--- config.mk ---
export PLATFORM = sky130hd
export DESIGN_NAME = prioritized_arbiter_sched_flat
export DESIGN_NICKNAME = d
export VERILOG_FILES = /design/src/rtl/prioritized_arbiter_sched_pkg.sv /design/src/rtl/prioritized_arbiter_sched_if.sv /design/src/rtl/prioritized_arbiter_sched_prio_pick.sv /design/src/rtl/prioritized_arbiter_sched.sv /design/src/flat_wrapper.sv
export SDC_FILE = /design/constraint.sdc
export NUM_CORES = 1
export LEC_CHECK = 0
export CELL_PAD_IN_SITES_DETAIL_PLACEMENT = 1
export CELL_PAD_IN_SITES_GLOBAL_PLACEMENT = 1
export CORE_MARGIN = 2
export CORE_UTILIZATION = 32
export CTS_CLUSTER_DIAMETER = 50
export CTS_CLUSTER_SIZE = 14
export DETAILED_ROUTE_END_ITERATION = 10
export PLACE_DENSITY = 0.73
export SLEW_MARGIN = 10
export SYNTH_ARGS = -nofsm -noshare
export SYNTH_HDL_FRONTEND = slang
export SYNTH_HIERARCHICAL = 1
export SYNTH_SLANG_ARGS = --single-unit
--- constraint.sdc ---
create_clock -name clk -period 3.5 [get_ports clk]
set_input_delay 0.7 -clock clk [delete_from_list [all_inputs] [get_ports clk]]
set_output_delay 0.7 -clock clk [all_outputs]
set_load 0.01 [all_outputs]
--- src/rtl/prioritized_arbiter_sched_pkg.sv ---
// Shared types and sizing helpers for the prioritized arbiter.
package prioritized_arbiter_pkg;

  typedef enum logic {EMPTY = 1'b0, FULL = 1'b1} arb_state_e;

  // Width of an aging counter able to hold 0..limit, never narrower than 1 bit.
  function automatic int cnt_width(input int unsigned limit);
    int w;
    w = $clog2(limit + 1);
    return (w < 1) ? 1 : w;
  endfunction

  // Width of a requester index for n requesters, never narrower than 1 bit.
  function automatic int id_width(input int unsigned n);
    int w;
    w = $clog2(n);
    return (w < 1) ? 1 : w;
  endfunction

endpackage

--- src/rtl/prioritized_arbiter_sched_if.sv ---
// Requester/sink bundle of the prioritized arbiter.
// master: the arbiter side; slave: requesters plus downstream sink.
interface prioritized_arbiter_sched_if
  import prioritized_arbiter_pkg::*;
#(
  parameter int unsigned data_width       = 8,
  parameter int unsigned number_of_inputs = 4
);
  localparam int IW = id_width(number_of_inputs);

  logic [number_of_inputs-1:0]                 req_valid;
  logic [number_of_inputs-1:0][data_width-1:0] req_data;
  logic [number_of_inputs-1:0]                 req_ready;
  logic                                        out_valid;
  logic [data_width-1:0]                       out_data;
  logic                                        out_ready;
  logic [IW-1:0]                               grant_id;
  logic                                        grant_aged;

  modport master (
    input  req_valid, req_data, out_ready,
    output req_ready, out_valid, out_data, grant_id, grant_aged
  );

  modport slave (
    output req_valid, req_data, out_ready,
    input  req_ready, out_valid, out_data, grant_id, grant_aged
  );
endinterface

--- src/rtl/prioritized_arbiter_sched_prio_pick.sv ---
// Combinational fixed-priority picker: first set mask bit in priority_list order.
module prio_pick
  import prioritized_arbiter_pkg::*;
#(
  parameter int unsigned number_of_inputs = 4,
  parameter int unsigned priority_list [number_of_inputs-1:0] = '{default: 0}
)(
  input  logic [number_of_inputs-1:0]           mask,
  output logic                                  found,
  output logic [id_width(number_of_inputs)-1:0] idx
);
  localparam int IW = id_width(number_of_inputs);

  // Scan from lowest rank up so the highest-ranked hit is written last and wins.
  always_comb begin
    logic [IW-1:0] p;
    found = 1'b0;
    idx   = '0;
    p     = '0;
    for (int r = number_of_inputs - 1; r >= 0; r--) begin
      p = IW'(priority_list[r]);
      if (mask[p]) begin
        found = 1'b1;
        idx   = p;
      end
    end
  end
endmodule

--- src/rtl/prioritized_arbiter_sched.sv ---
// Starvation-safe fixed-priority arbiter with one registered output stage.
// Aged (starved) requesters override the static priority; the held word
// is kept until the sink takes it, and reload happens in the same edge.
module prioritized_arbiter_sched
  import prioritized_arbiter_pkg::*;
#(
  parameter int unsigned data_width       = 8,
  parameter int unsigned number_of_inputs = 4,
  parameter int unsigned priority_list [number_of_inputs-1:0] = '{3, 1, 2, 0},
  parameter int unsigned starvation_limit = 8
)(
  input logic clk,
  input logic rst_n,
  prioritized_arbiter_sched_if.master bus
);
  localparam int N  = number_of_inputs;
  localparam int IW = id_width(N);
  localparam int CW = cnt_width(starvation_limit);

  arb_state_e             st;
  logic [N-1:0][CW-1:0]   wait_cnt;
  logic [N-1:0]           starved;
  logic                   s_found, v_found;
  logic [IW-1:0]          s_idx, v_idx, w;
  logic                   aged, load;
  logic [N-1:0]           ready;
  logic [data_width-1:0]  out_data_q;
  logic [IW-1:0]          grant_id_q;
  logic                   grant_aged_q;

  // A requester is starved once its wait count reaches the limit (limit 0 disables).
  always_comb begin
    for (int i = 0; i < N; i++)
      starved[i] = (starvation_limit != 0) && bus.req_valid[i] &&
                   (wait_cnt[i] == CW'(starvation_limit));
  end

  prio_pick #(.number_of_inputs(N), .priority_list(priority_list)) u_pick_starved (
    .mask(starved), .found(s_found), .idx(s_idx)
  );

  prio_pick #(.number_of_inputs(N), .priority_list(priority_list)) u_pick_valid (
    .mask(bus.req_valid), .found(v_found), .idx(v_idx)
  );

  // Aging override takes precedence over static priority; rst_n gates accepts during reset.
  always_comb begin
    aged = s_found;
    w    = s_found ? s_idx : v_idx;
    load = rst_n && v_found && (st == EMPTY || bus.out_ready);
  end

  genvar gi;
  generate
    for (gi = 0; gi < N; gi++) begin : g_lane
      assign ready[gi] = load && (w == IW'(gi));

      // Per-requester wait counter: clears on idle or accept, else saturating count.
      always_ff @(posedge clk or negedge rst_n) begin
        if (!rst_n)
          wait_cnt[gi] <= '0;
        else if (!bus.req_valid[gi] || ready[gi])
          wait_cnt[gi] <= '0;
        else if (wait_cnt[gi] != CW'(starvation_limit))
          wait_cnt[gi] <= wait_cnt[gi] + 1'b1;
      end
    end
  endgenerate

  // Output stage FSM: load (possibly over a draining word), drain, or hold on stall.
  always_ff @(posedge clk or negedge rst_n) begin
    if (!rst_n) begin
      st           <= EMPTY;
      out_data_q   <= '0;
      grant_id_q   <= '0;
      grant_aged_q <= 1'b0;
    end else begin
      case (st)
        EMPTY: begin
          if (load) begin
            out_data_q   <= bus.req_data[w];
            grant_id_q   <= w;
            grant_aged_q <= aged;
            st           <= FULL;
          end
        end
        FULL: begin
          if (load) begin
            out_data_q   <= bus.req_data[w];
            grant_id_q   <= w;
            grant_aged_q <= aged;
          end else if (bus.out_ready) begin
            st <= EMPTY;
          end
        end
        default: st <= EMPTY;
      endcase
    end
  end

  assign bus.req_ready  = ready;
  assign bus.out_valid  = (st == FULL);
  assign bus.out_data   = out_data_q;
  assign bus.grant_id   = grant_id_q;
  assign bus.grant_aged = grant_aged_q;

endmodule
--- src/flat_wrapper.sv ---
// flat-port wrapper written by rule: the top's interface ports become plain ports
module prioritized_arbiter_sched_flat import prioritized_arbiter_pkg::*;
#(
  parameter int unsigned data_width       = 8,
  parameter int unsigned number_of_inputs = 4,
  parameter int unsigned priority_list [number_of_inputs-1:0] = '{3, 1, 2, 0},
  parameter int unsigned starvation_limit = 8
)
  (clk, rst_n, bus_req_valid, bus_req_data, bus_out_ready, bus_req_ready, bus_out_valid, bus_out_data, bus_grant_id, bus_grant_aged);
  prioritized_arbiter_sched_if #(.data_width(data_width), .number_of_inputs(number_of_inputs)) bus_i ();
  input logic clk;
  input logic rst_n;
  input wire logic [$bits(bus_i.req_valid)-1:0] bus_req_valid;
  input wire logic [$bits(bus_i.req_data)-1:0] bus_req_data;
  input wire logic [$bits(bus_i.out_ready)-1:0] bus_out_ready;
  output wire logic [$bits(bus_i.req_ready)-1:0] bus_req_ready;
  output wire logic [$bits(bus_i.out_valid)-1:0] bus_out_valid;
  output wire logic [$bits(bus_i.out_data)-1:0] bus_out_data;
  output wire logic [$bits(bus_i.grant_id)-1:0] bus_grant_id;
  output wire logic [$bits(bus_i.grant_aged)-1:0] bus_grant_aged;
  assign bus_i.req_valid = bus_req_valid;
  assign bus_i.req_data = bus_req_data;
  assign bus_i.out_ready = bus_out_ready;
  assign bus_req_ready = bus_i.req_ready;
  assign bus_out_valid = bus_i.out_valid;
  assign bus_out_data = bus_i.out_data;
  assign bus_grant_id = bus_i.grant_id;
  assign bus_grant_aged = bus_i.grant_aged;
  prioritized_arbiter_sched #(.data_width(data_width), .number_of_inputs(number_of_inputs), .priority_list(priority_list), .starvation_limit(starvation_limit)) u_core (.clk(clk), .rst_n(rst_n), .bus(bus_i));
endmodule
==> results.sh <==
export IMPL_routed_wl_mm=5.08
export IMPL_hold_buffers=0
export IMPL_clk_latency_ns=0.28
export IMPL_dr_first_iter_drc_count=34
export IMPL_dr_wl_met3_um=300
export IMPL_grt_pass1_vias=1719
export IMPL_n_fill_cell=587
export IMPL_crit_arrival_ns=2.42
export IMPL_end_kind="primary output"
export IMPL_synth_edf_count=0
export IMPL_syn2layout_area_growth_pct=49.7
export IMPL_syn_area_um2=1750
export IMPL_ir_worst_vdd_v=0.000217
export IMPL_fmax_ghz=0.321
export IMPL_critPathKind="primary input to primary output"
export IMPL_avgSynthCellArea_um2=10.1
export IMPL_fin_crit_sh_pct=89.1
export IMPL_final_core_util_pct=50.5
export IMPL_synth_top_cell_area_share_pct=40.1
export IMPL_dieArea_um2=6060
export IMPL_n_antenna_cell=0
export IMPL_power_share_combinational_pct=30.7
export IMPL_cts_sinks=28
export IMPL_num_nets_final=299
export IMPL_max_stage_delay_ns=0.48
export IMPL_hpwl_mm=3.92
export IMPL_swShare_pct=28.6
export IMPL_rows=26
export IMPL_p_leak_nw=1.20
export IMPL_port_buffers=54
export IMPL_grt_max_degree=30
export IMPL_min_path_type="flop to flop"
export IMPL_finalCriticalPeriod_ns=3.12
export IMPL_hold_viol=0
export IMPL_seq_power_share_pct=45.1
export IMPL_antenna_found_initial=0
export IMPL_clk_path_buf_depth=2
export IMPL_path_clk_slew_ns=0.10
export IMPL_p_int_w=0.000609
export IMPL_track_usage_pct=18.0
export IMPL_fin_skew_ns=0.00525
export IMPL_ant_nets=0
export IMPL_crit_top_cell="nor2_1"
export IMPL_wl_per_cell_um=15.8
export IMPL_switchingPower_w=0.000244
export IMPL_yosysWarningCount=6
export IMPL_synthTopCellsByCount="dfrtp_1, nor2_1, mux2i_1"
export IMPL_synthFlopType="dfrtp_1"
export IMPL_yosys_cell_count_top_type="dfrtp_1"
export IMPL_fp_dieH_um=77.9
export IMPL_outcome="finished clean"
export IMPL_synthDistinctLibCells=28
export IMPL_fp_dieW_um=77.9
export IMPL_overflow=0
export IMPL_grt_pass1_wl_mm=8.70
export IMPL_num_vias=1580
export IMPL_cts_tree="built"
export IMPL_seq_area_frac_synth_pct=40.1
export IMPL_slew_viol_final=0
export IMPL_multi_input_area_um2=978
export IMPL_synth_cells=173
export IMPL_dp_cells=310
export IMPL_ys_top_cells_by_area="dfrtp_1, mux2i_1, nor2_1, ha_1, o221ai_1"
export IMPL_topRoutingLayerUsed="met4"
export IMPL_regArea_um2=702
export IMPL_met1Wirelength_mm=2.26
export IMPL_synth_top_cell_by_area="dfrtp_1"
export IMPL_dr_pass1_iters=4
export IMPL_final_cell_area_um2=2610
export IMPL_drc_errors=0
export IMPL_ctsHtreeMaxLevel=1
export IMPL_ys_ff_latch=28
export IMPL_synthesis_nets=220
export IMPL_initial_utilization_pct=33.7
export IMPL_startpoint_type="primary input"
export IMPL_rsz0062_at_grt="no"
export IMPL_drive_above_1_share_pct=17.9
export IMPL_crit_path_top_delay_cell="clkdlybuf4s50_1"
export IMPL_viasPerCell=4.92
export IMPL_cts_buffers=3
export IMPL_required_ns=2.80
export IMPL_cts_root_buf="clkbuf_8"
export IMPL_route_met2_wl_mm=2.43
export IMPL_slew_headroom_pct=59.0
export IMPL_p_clk_share_pct=24.2
export IMPL_cp_max_fo=4
export IMPL_finalSetupViolations=0
export IMPL_final_cells=321
export IMPL_tns_ns=0
export IMPL_placed_area_um2=2480
export IMPL_power_per_cell_area_nw_per_um2=326
export IMPL_path_cells="clkdlybuf4s50_1 -> inv_1 -> nor2_1 -> nor2_2 -> nand2_2 -> buf_4 -> mux2_2 -> nand3_2 -> nor2_1 -> dlymetal6s2s_1"
export IMPL_synth_async_sr_flop_share_pct=100
export IMPL_place_congestion=0.752
export IMPL_io_pins=55
export IMPL_core_area_um2=5170
export IMPL_tightest_slew_ns=0.616
export IMPL_drv_cap=0
-- path summary, 6_finish.rpt --
check | from | endpoint | slack, ns | cells after the start
max | bus_req_valid[3] | bus_req_ready[3] | 0.38 | 10
min | u_core/bus.grant_id[1] | u_core/bus.grant_id[1] | 0.51 | 1
max reg2reg | u_core/wait_cnt[12] | u_core/wait_cnt[7] | 0.90 | 11
min reg2reg | u_core/bus.grant_id[1] | u_core/bus.grant_id[1] | 0.51 | 1
max in group asynchronous | rst_n | u_core/wait_cnt[12] | 2.35 | 2
min in group asynchronous | rst_n | u_core/wait_cnt[8] | 0.85 | 2
-- cell usage in the layout (no fill, tap or decap) --
master and instances:
a21oi_1 6, a21oi_2 2, and2_1 1, and2b_1 1
buf_4 25, clkbuf_8 4, clkdlybuf4s50_1 50, dfrtp_1 27
dfrtp_2 1, dlymetal6s2s_1 4, ha_1 8, inv_1 14
mux2_2 2, mux2_4 1, mux2i_1 23, mux2i_2 1
nand2_1 5, nand2_2 1, nand2b_1 5, nand3_1 4
nand3_2 2, nand3b_1 6, nor2_1 26, nor2_2 1
nor3_1 1, nor3_2 1, o21a_1 1, o21ai_0 8
o221ai_1 8, o41ai_2 2, o41ai_4 2, xnor2_1 4
xor2_1 4
-- power by group through the flow --
stage               Clock, W  Combinational (W)  Sequential, W
finish              0.000207           0.000262       0.000385
global route        0.000224           0.000293       0.000391
CTS                 0.000219           0.000259       0.000386
detailed placement         0           0.000257       0.000392
global placement           0           0.000250       0.000391
floorplan                  0           0.000104       0.000398
-- cell type report --
cell class,instances,share of cell area [%]
repair buffers,79,28.2
multi-input cells,126,37.4
flip-flops and latches,28,26.9
well taps,70,3.35
clock buffers,4,2.11
inverters,14,2.01
-- critical path: cells and delay by family --
| family | cells | cell delay (ns) |
|---|---|---|
| buffers and inverters | 4 | 0.86 |
| and+or+nand+nor | 5 | 0.51 |
| muxes | 1 | 0.35 |
-- state kept, by name, summed over array words and instances, names as in the netlist --
register	flops
u_core/wait_cnt	16
u_core/bus.out_valid	1
u_core/bus.grant_id	2
u_core/bus.out_data	8
u_core/bus.grant_aged	1
-- logic make-up after synthesis --
logic type / Yosys count / share of synthesized area [%]
muxes: 27 / 15.9
xor gates and xnor gates: 8 / 4.01
AOI/OAI and AO/OA: 29 / 14.5
DFF: 28 / 40.1
buffers and inverters: 19 / 4.87
adders and majority gates: 8 / 5.73
and+or+nand+nor: 54 / 14.8
-- what timing repair did --
item,4_1_cts,5_1_grt
buffers inserted,0,7
resized for setup,0,10
endpoints found under the setup margin,0,4
-- per-stage QoR --
stage / total power, W / setup slack [ns] / hold WS [ns]
3_5_place_dp: 0.000650 / 0.0235 / 0.505
6_report: 0.000853 / 0.383 / 0.514
5_1_grt: 0.000909 / 0.258 / 0.572
4_1_cts: 0.000864 / 0.0113 / 0.528
2_1_floorplan: 0.000502 / 0.738 / 0.404
3_3_place_gp: 0.000640 / 0.0863 / 0.495
-- routing by layer --
metal	GRT usage, %	vias to the layer above
met3	3.84	7
met2	30.5	49
li1	-	761
met4	5.89	0
met1	22.6	763
met5	0	-
(Power assumes the default switching activity.)
==> variant: new RTL, same flow settings <==
Reset style: synchronous (`rst_n`), changed in 2 clocked blocks.
--- a/src/rtl/prioritized_arbiter_sched.sv
+++ b/src/rtl/prioritized_arbiter_sched.sv
@@ -57,5 +57,5 @@
 
       // Per-requester wait counter: clears on idle or accept, else saturating count.
-      always_ff @(posedge clk or negedge rst_n) begin
+      always_ff @(posedge clk) begin
         if (!rst_n)
           wait_cnt[gi] <= '0;
@@ -69,5 +69,5 @@
 
   // Output stage FSM: load (possibly over a draining word), drain, or hold on stall.
-  always_ff @(posedge clk or negedge rst_n) begin
+  always_ff @(posedge clk) begin
     if (!rst_n) begin
       st           <= EMPTY;
Check against the original RTL: differs if rst_n is asserted again (counterexample within 4 cycles, from zero or initial values and one cycle with rst_n low); with rst_n held inactive, the same outputs for 10 cycles.
==> variant against the original RTL <==
Routed wire length is 8.3% higher; die area is 3.5% higher; sequential cell count stayed put; combinational power is 26% lower; clock skew is 0.0027 ns lower; setup slack worse by 0.17 ns; critical path depth is 1 higher; synthesized area is 3.7% higher; final area is 0.91% lower; core utilization is 3.2 points lower; total power is 12% lower; highest routed layer unchanged.
==> variant: results (changes against the original RTL) <==
run status finished clean; clk cell area share 2.13% (+0.019 points); Antenna Cells 0 (unchanged); hold wc startpoint u_core/bus.grant_aged$_SDFFE_PN0P_; multi-input logic area 1160 um2 (+19%); sw power 203 uW (-17%); r2r endpoint u_core/wait_cnt[14]$_SDFFE_PP0P_; Clk pwr share 28.2% (+4.0 points); Synth Area in XOR/XNOR 4.35% (+0.34 points); DP HPWL 4250 um (+8.6%); Crit. Startpoint u_core/wait_cnt[4]$_SDFFE_PP0P_; crit path to bus_req_ready[2]; GRT Util Overall 18.3% (+0.31 points); first-pass GRT wire length 9080 um (+4.4%); vias per cell 4.98 (+1.3%); Register-to-Register Path Depth 12 (+1); peak supply drop 142 uV (-34%); register area share after synthesis 31.0% (-9.2 points); Synth Warn # 6 (unchanged); Synth Area in Adders 5.53% (-0.21 points); compound-cell area share of the yosys netlist 21.1% (+6.7 points); Final #Nets 352 (+18%); layout cell share with drive strength beyond 1 11.5% (-6.4 points); wire length per cell 14.6 um (-7.5%); Signal buffers 71 (-10%); Synth area leaders dfxtp_1 (31%), nor2_1 (12%), nand2b_1 (6.9%), ha_1 (5.5%), o22a_1 (4.4%); DR WL met2 2690 um (+11%); Syn Nets 286 (+30%); met3 Use GR 2.50% (-1.3 points); crit-path leading delay family simple AND/OR/NAND/NOR gates; largest net degree at the start of global routing 18 (-40%); met1 wire length 2560 um (+13%); clock sink count 28 (unchanged); Multi-In Gates 187 (+48%); Post-DP Area 2520 um2 (+1.7%); global routing met1 resource utilization 24.5% (+1.9 points); DR pass1 iterations 4 (unchanged); Post-synth top cells nor2_1 (57), dfxtp_1 (28), nand2b_1 (20); vias in the first global route 1922 (+12%); # fillers 688 (+17%); mux contribution to synthesized area 3.59% (-12 points); Placer Congestion 0.822 (+9.3%); met2 usage 30.7% (+0.16 points); sequential cell area share 21.6% (-5.2 points); Pwr per Cell Area 290 nW/um2 (-11%); ys async rst share 0% (-100 points); Hold Path Cell Cnt 2 (+1); hold endpoint u_core/bus.grant_aged$_SDFFE_PN0P_; P_leak 0.00102 uW (-16%); Clock Skew 0.00259 ns (-0.00266 ns); Synth cell types 29 (+3.6%); Switching Share 27.1% (-1.5 points); met3 wire length 206 um (-31%); Least-Margin Pin Slew 0.771 ns (+0.156 ns); initial DRC count 80 (+140%); buffering overhead 25.9% (-2.3 points); Synth Flop Type dfxtp_1
==> variant: cell types whose count changed after synthesis, moves of 8 or more <==
| cell | delta |
|---|---|
| dfrtp_1 | -28 |
| nor2_1 | +30 |
| nand2_1 | +9 |
| nand2b_1 | +15 |
| o22ai_1 | +8 |
| o22a_1 | +9 |
| mux2i_1 | -22 |
| dfxtp_1 | +28 |
| a22oi_1 | +9 |
| o221ai_1 | -8 |
| a22o_1 | +8 |
==> variant: through the flow <==
| stage | hold WS, ns | cells | setup slack, ns |
|---|---|---|---|
| finish | 0.474 | 376 | 0.212 |
| global route | 0.502 | 376 | 0.00801 |
| floorplan | 0.462 | 239 | 0.884 |
| global placement | 0.458 | 372 | 0.0424 |
| detailed placement | 0.463 | 372 | -0.114 |
| CTS | 0.481 | 376 | 0.0619 |
==> variant: timing repair <==
| item | 4_1_cts | 5_1_grt |
|---|---|---|
| buffers inserted | 0 | 0 |
| gates resized for setup | 1 | 5 |
| setup endpoints to repair | 1 | 4 |
